--- src/rtl/key_event_pkg.sv ---
// Shared types and sizing helpers for the key event controller.
package key_event_pkg;

  typedef enum logic [2:0] {
    IDLE  = 3'd0,
    DEB_P = 3'd1,
    HELD  = 3'd2,
    LONG  = 3'd3,
    DEB_R = 3'd4
  } ch_state_e;

  // Counter width large enough to reach the longest of the three timing windows.
  function automatic int unsigned cnt_width(input int unsigned t_deb,
                                            input int unsigned t_long,
                                            input int unsigned t_rep);
    int unsigned m;
    m = t_deb;
    if (t_long > m) m = t_long;
    if (t_rep > m) m = t_rep;
    if (m <= 2) return 1;
    return $clog2(m);
  endfunction

endpackage

--- src/rtl/key_event_ch.sv ---
// One key channel: two-flop synchroniser, debounce/long/repeat FSM and counter.
module key_event_ch
  import key_event_pkg::*;
#(
  parameter int unsigned CNT_W      = 20,
  parameter int unsigned T_DEB      = 1000000,
  parameter int unsigned T_LONG     = 50000000,
  parameter int unsigned T_REP      = 10000000,
  parameter int unsigned REPEAT_EN  = 1,
  parameter int unsigned ACTIVE_LOW = 1
) (
  input  logic clk,
  input  logic rst,
  input  logic key,
  output logic level,
  output logic press_p,
  output logic release_p,
  output logic long_p,
  output logic repeat_p
);

  localparam logic             INV      = (ACTIVE_LOW != 0);
  localparam logic [CNT_W-1:0] DEB_LAST = CNT_W'(T_DEB - 1);
  localparam logic [CNT_W-1:0] LNG_LAST = CNT_W'(T_LONG - 1);
  localparam logic [CNT_W-1:0] REP_LAST = CNT_W'(T_REP - 1);
  localparam logic [CNT_W-1:0] CNT_ONE  = CNT_W'(1);

  logic [1:0]       sync;
  logic             k_s;
  ch_state_e        state;
  logic [CNT_W-1:0] cnt;

  // Polarity is normalised before the first flop so reset means "unpressed".
  assign k_s = sync[1];

  always_ff @(posedge clk or posedge rst) begin
    if (rst) begin
      sync      <= '0;
      state     <= IDLE;
      cnt       <= '0;
      level     <= 1'b0;
      press_p   <= 1'b0;
      release_p <= 1'b0;
      long_p    <= 1'b0;
      repeat_p  <= 1'b0;
    end else begin
      sync      <= {sync[0], key ^ INV};
      press_p   <= 1'b0;
      release_p <= 1'b0;
      long_p    <= 1'b0;
      repeat_p  <= 1'b0;
      case (state)
        IDLE: begin
          if (k_s) begin
            state <= DEB_P;
            cnt   <= '0;
          end
        end
        DEB_P: begin
          if (!k_s) begin
            state <= IDLE;
            cnt   <= '0;
          end else if (cnt == DEB_LAST) begin
            state   <= HELD;
            cnt     <= '0;
            level   <= 1'b1;
            press_p <= 1'b1;
          end else begin
            cnt <= cnt + CNT_ONE;
          end
        end
        HELD: begin
          if (!k_s) begin
            state <= DEB_R;
            cnt   <= '0;
          end else if (cnt == LNG_LAST) begin
            state  <= LONG;
            cnt    <= '0;
            long_p <= 1'b1;
          end else begin
            cnt <= cnt + CNT_ONE;
          end
        end
        LONG: begin
          if (!k_s) begin
            state <= DEB_R;
            cnt   <= '0;
          end else if (REPEAT_EN != 0) begin
            if (cnt == REP_LAST) begin
              cnt      <= '0;
              repeat_p <= 1'b1;
            end else begin
              cnt <= cnt + CNT_ONE;
            end
          end else begin
            cnt <= '0;
          end
        end
        DEB_R: begin
          // A bounce back to pressed returns to HELD and restarts long timing.
          if (k_s) begin
            state <= HELD;
            cnt   <= '0;
          end else if (cnt == DEB_LAST) begin
            state     <= IDLE;
            cnt       <= '0;
            level     <= 1'b0;
            release_p <= 1'b1;
          end else begin
            cnt <= cnt + CNT_ONE;
          end
        end
        default: begin
          state <= IDLE;
          cnt   <= '0;
          level <= 1'b0;
        end
      endcase
    end
  end

endmodule

--- src/rtl/key_event_ctrl.sv ---
// Multi-key debouncer producing level, press, release, long-press and repeat events.
module key_event_ctrl
  import key_event_pkg::*;
#(
  parameter int unsigned KEY_W      = 4,
  parameter int unsigned T_DEB      = 1000000,
  parameter int unsigned T_LONG     = 50000000,
  parameter int unsigned T_REP      = 10000000,
  parameter int unsigned REPEAT_EN  = 1,
  parameter int unsigned ACTIVE_LOW = 1
) (
  input  logic             clk,
  input  logic             rst,
  input  logic [KEY_W-1:0] key,
  output logic [KEY_W-1:0] key_level,
  output logic [KEY_W-1:0] key_press,
  output logic [KEY_W-1:0] key_release,
  output logic [KEY_W-1:0] key_long,
  output logic [KEY_W-1:0] key_repeat
);

  localparam int unsigned CNT_W = cnt_width(T_DEB, T_LONG, T_REP);

  for (genvar i = 0; i < KEY_W; i++) begin : g_ch
    key_event_ch #(
      .CNT_W     (CNT_W),
      .T_DEB     (T_DEB),
      .T_LONG    (T_LONG),
      .T_REP     (T_REP),
      .REPEAT_EN (REPEAT_EN),
      .ACTIVE_LOW(ACTIVE_LOW)
    ) u_ch (
      .clk      (clk),
      .rst      (rst),
      .key      (key[i]),
      .level    (key_level[i]),
      .press_p  (key_press[i]),
      .release_p(key_release[i]),
      .long_p   (key_long[i]),
      .repeat_p (key_repeat[i])
    );
  end

endmodule

--- config.mk ---
export PLATFORM = sky130hd
export DESIGN_NAME = key_event_ctrl
export DESIGN_NICKNAME = d
export VERILOG_FILES = /design/src/rtl/key_event_pkg.sv /design/src/rtl/key_event_ch.sv /design/src/rtl/key_event_ctrl.sv
export SDC_FILE = /design/constraint.sdc
export NUM_CORES = 1
export LEC_CHECK = 0
export CORE_MARGIN = 2
export CORE_UTILIZATION = 40
export CTS_BUF_LIST = sky130_fd_sc_hd__clkbuf_8
export DETAILED_ROUTE_END_ITERATION = 8
export PLACE_DENSITY = 0.57
export RECOVER_POWER = 25
export SKIP_LAST_GASP = 1
export SYNTH_ARGS = -nofsm -noshare
export SYNTH_HDL_FRONTEND = slang
export SYNTH_SLANG_ARGS = --single-unit
--- constraint.sdc ---
create_clock -name clk -period 10.75 [get_ports clk]
set_input_delay 1.075 -clock clk [delete_from_list [all_inputs] [get_ports clk]]
set_output_delay 1.075 -clock clk [all_outputs]
set_load 0.005 [all_outputs]
=== Word level (Yosys, flattened, before mapping) ===
Cells that the tools add are included.

* Flip-flop bits (word level): 144
* Bits of input ports: 6
* Output and inout bits: 20
* Word-level logic and storage cells: 260

* Add/sub/neg operators: 4
* Equal/unequal tests: 64
* Muxes and demuxes: 136
* Bitwise gates (word level): 8
* Reductions and logical operators: 16

{| class="wikitable"
|+ Operators by type and width
! operator !! count
|-
| 26-bit two-way mux || 32
|-
| 26-bit one-hot mux with 5 select lines || 4
|-
| 26-bit by 1-bit adder with 26-bit output (second input constant) || 4
|-
| 26-bit by 20-bit equality test with 1-bit output (second input constant) || 4
|-
| 26-bit by 24-bit equality test with 1-bit output (second input constant) || 4
|-
| 26-bit equality test (second input constant) || 4
|-
| 3-bit two-way mux || 32
|-
| 1-bit two-way mux || 60
|-
| 3-bit one-hot mux with 5 select lines || 4
|-
| 5-bit AND reduction || 8
|-
| 2-bit by 1-bit inequality test with 1-bit output (second input constant) || 16
|-
| 3-bit by 2-bit equality test with 1-bit output (second input constant) || 8
|-
| 3-bit inequality test (second input constant) || 8
|-
| 2-bit inequality test (second input constant) || 8
|-
| 3-bit by 1-bit equality test with 1-bit output (second input constant) || 4
|-
| 3-bit equality test (second input constant) || 4
|-
| 3-bit logical NOT || 4
|-
| 3-bit by 1-bit inequality test with 1-bit output (second input constant) || 4
|-
| 1-bit one-hot mux with 3 select lines || 4
|-
| 3-bit OR reduction || 4
|-
| 1-bit inverter || 8
|}

=== Depth between registers and ports, before layout ===
* Word-level depth: 4
* Mapped depth: 8
* Mapped depth without buffers: 7

=== By module ===
Synthesis repeated with hierarchy kept, for this count alone.

* Cell total of the unflattened synthesis: 952
* Area, all modules: 8,649.5 um^2

{| class="wikitable"
|+ Modules (own cells, without submodules)
! module !! instances !! cells an instance !! area each (um^2)
|-
| key_event_ch (g_ch[3].u_ch) || 1 || 260 || 2,297.2
|-
| key_event_ch (g_ch[0].u_ch) || 1 || 233 || 2,174.6
|-
| key_event_ch (g_ch[2].u_ch) || 1 || 233 || 2,142.1
|-
| key_event_ch (g_ch[1].u_ch) || 1 || 226 || 2,035.7
|}

=== Worst setup path after synthesis ===
No wires, ideal clock.

* Kind: reg2reg
* Start point: register g_ch[2].u_ch.cnt[0]
* End point: register g_ch[2].u_ch.cnt[15]
* Arrival time: 2.219 ns
* Required time: 10.624 ns
* Path slack: 8.405 ns
* Cell stages (with the launch flop): 8
* Path buffers: 1
* Cells stage by stage: dfrtp_1 ha_1 nand4_1 or4_4 o311ai_1 o2bb2ai_1 buf_2 a221o_1

* Longest elaborated chain between the ends: 4
* Elaborated cells on any way between the ends: 12
* Those cells by class: add/sub: 1; eq/ne: 3; mux: 8

{| class="wikitable"
|+ RTL lines
! item !! line !! text
|-
| start: declaration || key_event_ch.sv:31 || <nowiki>logic [CNT_W-1:0] cnt;</nowiki>
|-
| start signal: assignment || key_event_ch.sv:69 || <nowiki>cnt <= cnt + CNT_ONE;</nowiki>
|-
| start signal: assignment || key_event_ch.sv:81 || <nowiki>cnt <= cnt + CNT_ONE;</nowiki>
|-
| start signal: assignment || key_event_ch.sv:93 || <nowiki>cnt <= cnt + CNT_ONE;</nowiki>
|-
| 26-bit by 1-bit adder with 26-bit output (tied with other cells) || -- ||
|-
| 26-bit two-way mux (on tied branches) (2 in a row) || -- ||
|-
| 26-bit one-hot mux with 5 select lines (*) || key_event_ch.sv:52 || <nowiki>case (state)</nowiki>
|}

Mark *: on every way between the ends. The rest lies on a longest branch, timed or not.
A chain may end at the register's enable or synchronous reset.

==> summary.txt <==
Worst hold path
  – Hold Crit Depth: 0
  – Hold endpoint: g_ch[1].u_ch.sync[1]
  – HP Start: g_ch[1].u_ch.sync[0]
  – Hold WC Path Type: reg2reg

GRT
  – Global-route wire length before repair: 32,100 µm
  – Vias in the first global route: 6,467
  – GRT overflow: 0
  – Initial antenna violation count: 0
  – GR Util All Layers: 17.9%
  – Pin count of the biggest net entering global routing: 80

Route
  – Per-cell routed wire length: 15.2 µm
  – Vias per Instance: 5.62
  – Drt pass-1 iters: 5
  – Initial DRC count: 515
  – Vias: 6,776
  – Post-DRT Antenna Nets: 0
  – Drt drc: 0
  – Routed wire length: ~18,000 µm

Timing
  – Min Tclk post-route: 3.90 ns
  – Setup TNS: 0 ns
  – Final Hold Fails: 0
  – Final Skew: about 0.014 ns
  – Final setup viols: 0
  – Slew margin rel.: -95.3%
  – Final Cycle Share: between 30 and 40%
  – Fmax: roughly 260 MHz
  – Max-slew violation count: 67
  – Unrepaired setup endpoints after global routing: false
  – Slew @ Worst Pin: 2.91 ns

Critical path
  – Top delay family on crit path: buffers and inverters
  – RR Startpoint: g_ch[0].u_ch.cnt[21]
  – WP buf/inv: 3
  – Critical path endpoint category: asynchronous set/reset pin
  – R2r worst-path depth: 7
  – CP Class: in2async
  – Slowest stage delay, CP: between 1.5 and 2 ns
  – Crit path DAT: 4.33 ns
  – CP Max Fanout: between 70 and 80
  – Worst EP required: 11.18 ns
  – Crit path depth: 3
  – Reg2reg setup slack: about 7.8 ns
  – CP cell instances: dlygate4sd3_1 -> clkinvlp_2 -> buf_4
  – CP max stage cell: clkinvlp_2
  – R2r endpoint: g_ch[0].u_ch.cnt[8]
  – Critical path startpoint category: input pin

Layout
  – # diodes: 0
  – Final Net Count: about 930
  – Area Overhead vs Synth: 8.67%
  – Share of post-route cells with drive strength above 1: slightly above 7%
  – Number of fill cells: 1,966

Floorplan
  – Core Area: 20,100 µm²
  – Starting Density: between 40% and 50%
  – Die extent in x: between 100 and 150 µm
  – Die H: roughly 150 µm
  – IO Pins: 26
  – Row count: 52
  – Die Footprint: 21,500 µm²

Synthesis
  – Synth Area in Compound Gates: between 10% and 20%
  – Synth area leader: dfrtp_1
  – Syn_nets: around 950
  – Post-synth top area share: 44.2%
  – Post-synthesis sequential area ratio: 44.2%
  – Simple-gate share of the synthesized area: 31.3%
  – Syn Area/Cell: 8.69 µm²
  – Synth top area cells: dfrtp_1 (44%), nand2_1 (5.3%), o21ai_0 (3.8%)
  – Synth Flop Type: dfrtp_1
  – Largest family of logic cells by synthesized area: simple AND/OR/NAND/NOR gates
  – Cell count after synthesis: roughly 940
  – Synth warn: 0
  – Cell area after synthesis: 8160 µm²
  – Post-synthesis mux area share: 0.430%
  – EDFF count, synth: 0
  – Netlist cell types: 69
  – Async set-reset flop share out of synthesis: 100%
  – Number of synthesized register bits: 144
  – Post-synthesis xor/xnor area fraction: 1.72%
  – Adder-Cell Fraction of Synth Area: less than 1%

Clocking
  – Root Driver: clkbuf_8
  – Clock-pin slew on the worst setup and hold paths: 0.07 ns
  – Deepest clock path buffer count: 2
  – Clk_lat worst skew: 0.46 ns
  – Sink Count: roughly 140
  – CTS tree: built
  – CTS Hold Bufs: 0
  – Cts repair resizes: 0
  – Htree depth: 4
  – Clock buffer count from CTS: 17
  – Setup repair bufs after CTS: 0

Place
  – IO buf count: 25
  – Hpwl dp: about 12,000 µm
  – Placer congestion estimate: 0.808

Pwr
  – Pwr/cell area: 118 nW/µm²
  – Total power: 1050 µW
  – Max IR drop VDD: 0.0000783 V
  – Pleak: roughly 0.0037 µW

Outcome
  – Status: complete, but fails checks
  – Violated checks: capacitance limit, slew limit

Job
  – Max Cap Violations: 1
[worst register-to-register path, stage by stage (launching register included)]
cell and delay [ns]:
dfrtp_1 0.44, or4_1 0.56, nor4_1 0.40, a31oi_1 0.16
a21oi_2 0.60, buf_4 0.38, o21ai_0 0.13, a21o_1 0.21
[cell families (layout without fill, tap and decap cells)]
logic type | count (synthesis) | count (layout)
AOI/OAI and AO/OA | 204 | 204
buffers and inverters | 97 | 94
xor gates and xnor gates | 16 | 16
adders and majority gates | 4 | 4
and+or+nand+nor | 470 | 470
DFF | 144 | 144
muxes | 3 | 3
[synth_stat cells (24+ instances only)]
library cell / n
dfrtp_1: 144
nand2_1: 116
nor2_1: 64
o21ai_0: 62
nand3_1: 49
clkbuf_1: 39
nor3_1: 34
nand4_1: 32
a21oi_1: 30
nor4_1: 29
inv_1: 28
a21o_1: 24
a31oi_1: 24
[power by group]
| group | switching, µW | internal (µW) | leakage [µW] |
|---|---|---|---|
| combinational | 42.2 | 21.2 | 0.00156 |
| sequential | 16.5 | 554 | 0.00198 |
| clock | 207 | 204 | 0.000193 |
[sequential cells by signal (all words and copies together), names as in the netlist]
| name | count |
|---|---|
| g_ch.u_ch.sync | 8 |
| g_ch.u_ch.cnt | 104 |
| g_ch.u_ch.release_p | 4 |
| g_ch.u_ch.state | 12 |
| g_ch.u_ch.press_p | 4 |
| g_ch.u_ch.long_p | 4 |
| g_ch.u_ch.level | 4 |
| g_ch.u_ch.repeat_p | 4 |
[stage by stage]
step,setup slack (ns),instances,utilization (%),hold slack [ns],area [µm²]
2_1_floorplan,5.81,938,-,0.331,8160
3_3_place_gp,7.61,1173,42.2,0.342,8490
3_5_place_dp,7.61,1173,42.2,0.341,8490
5_1_grt,6.21,1205,44.1,0.371,8860
6_report,6.85,1205,44.1,0.358,8860
4_1_cts,7.76,1205,44.1,0.360,8870
[worst max path at each step]
stage | end | startpoint | slack, ns
after global routing | g_ch[3].u_ch.cnt[5] | rst | 6.21
after floorplan | g_ch[0].u_ch.cnt[0] | rst | 5.81
after global placement | g_ch[0].u_ch.cnt[20] | rst | 7.61
after CTS | g_ch[0].u_ch.cnt[5] | g_ch[0].u_ch.cnt[21] | 7.76
after detailed placement | g_ch[0].u_ch.cnt[17] | rst | 7.61
final | g_ch[0].u_ch.cnt[10] | rst | 6.85
[layout make-up]
type	count	area [µm²]	area share (%)
inverter	28	106	1.20
clock buffer	21	289	3.26
timing repair buffer	34	318	3.59
tap	270	338	3.81
clock inverter	11	87.6	0.988
sequential	144	3600	40.7
multi-input combinational	697	4120	46.5
[cell usage in the layout (no fill, tap or decap), types with 4 or more instances in the layout]
master             n
a21o_1            24
a21oi_1           30
a22o_1             7
a31oi_1           24
and2_1            18
and3_1            22
and4_1             6
buf_4              9
clkbuf_8          21
clkdlybuf4s50_1   20
clkinv_2           7
dfrtp_1          144
dlygate4sd3_1      5
ha_1               4
inv_1             27
nand2_1          116
nand2b_1           7
nand3_1           49
nand3b_1           6
nand4_1           32
nand4b_1           5
nor2_1            64
nor2b_1            9
nor3_1            34
nor3b_1           20
nor4_1            25
nor4_2             5
nor4b_1            4
nor4bb_1           4
o211ai_1           6
o21a_1             7
o21ai_0           62
o22ai_1           16
or3_1             20
or4_1              7
xnor2_1           12
xor2_1             4
[routing by layer]
layer | routed length, µm | GRT usage (%) | share of wire [%]
met4 | 169 | 4.42 | 0.92
met5 | 0 | 0 | 0
met3 | 594 | 3.45 | 3.2
met2 | 8160 | 27.6 | 44
met1 | 9440 | 26.2 | 51
Note: power is estimated with default switching activity, not from simulation.
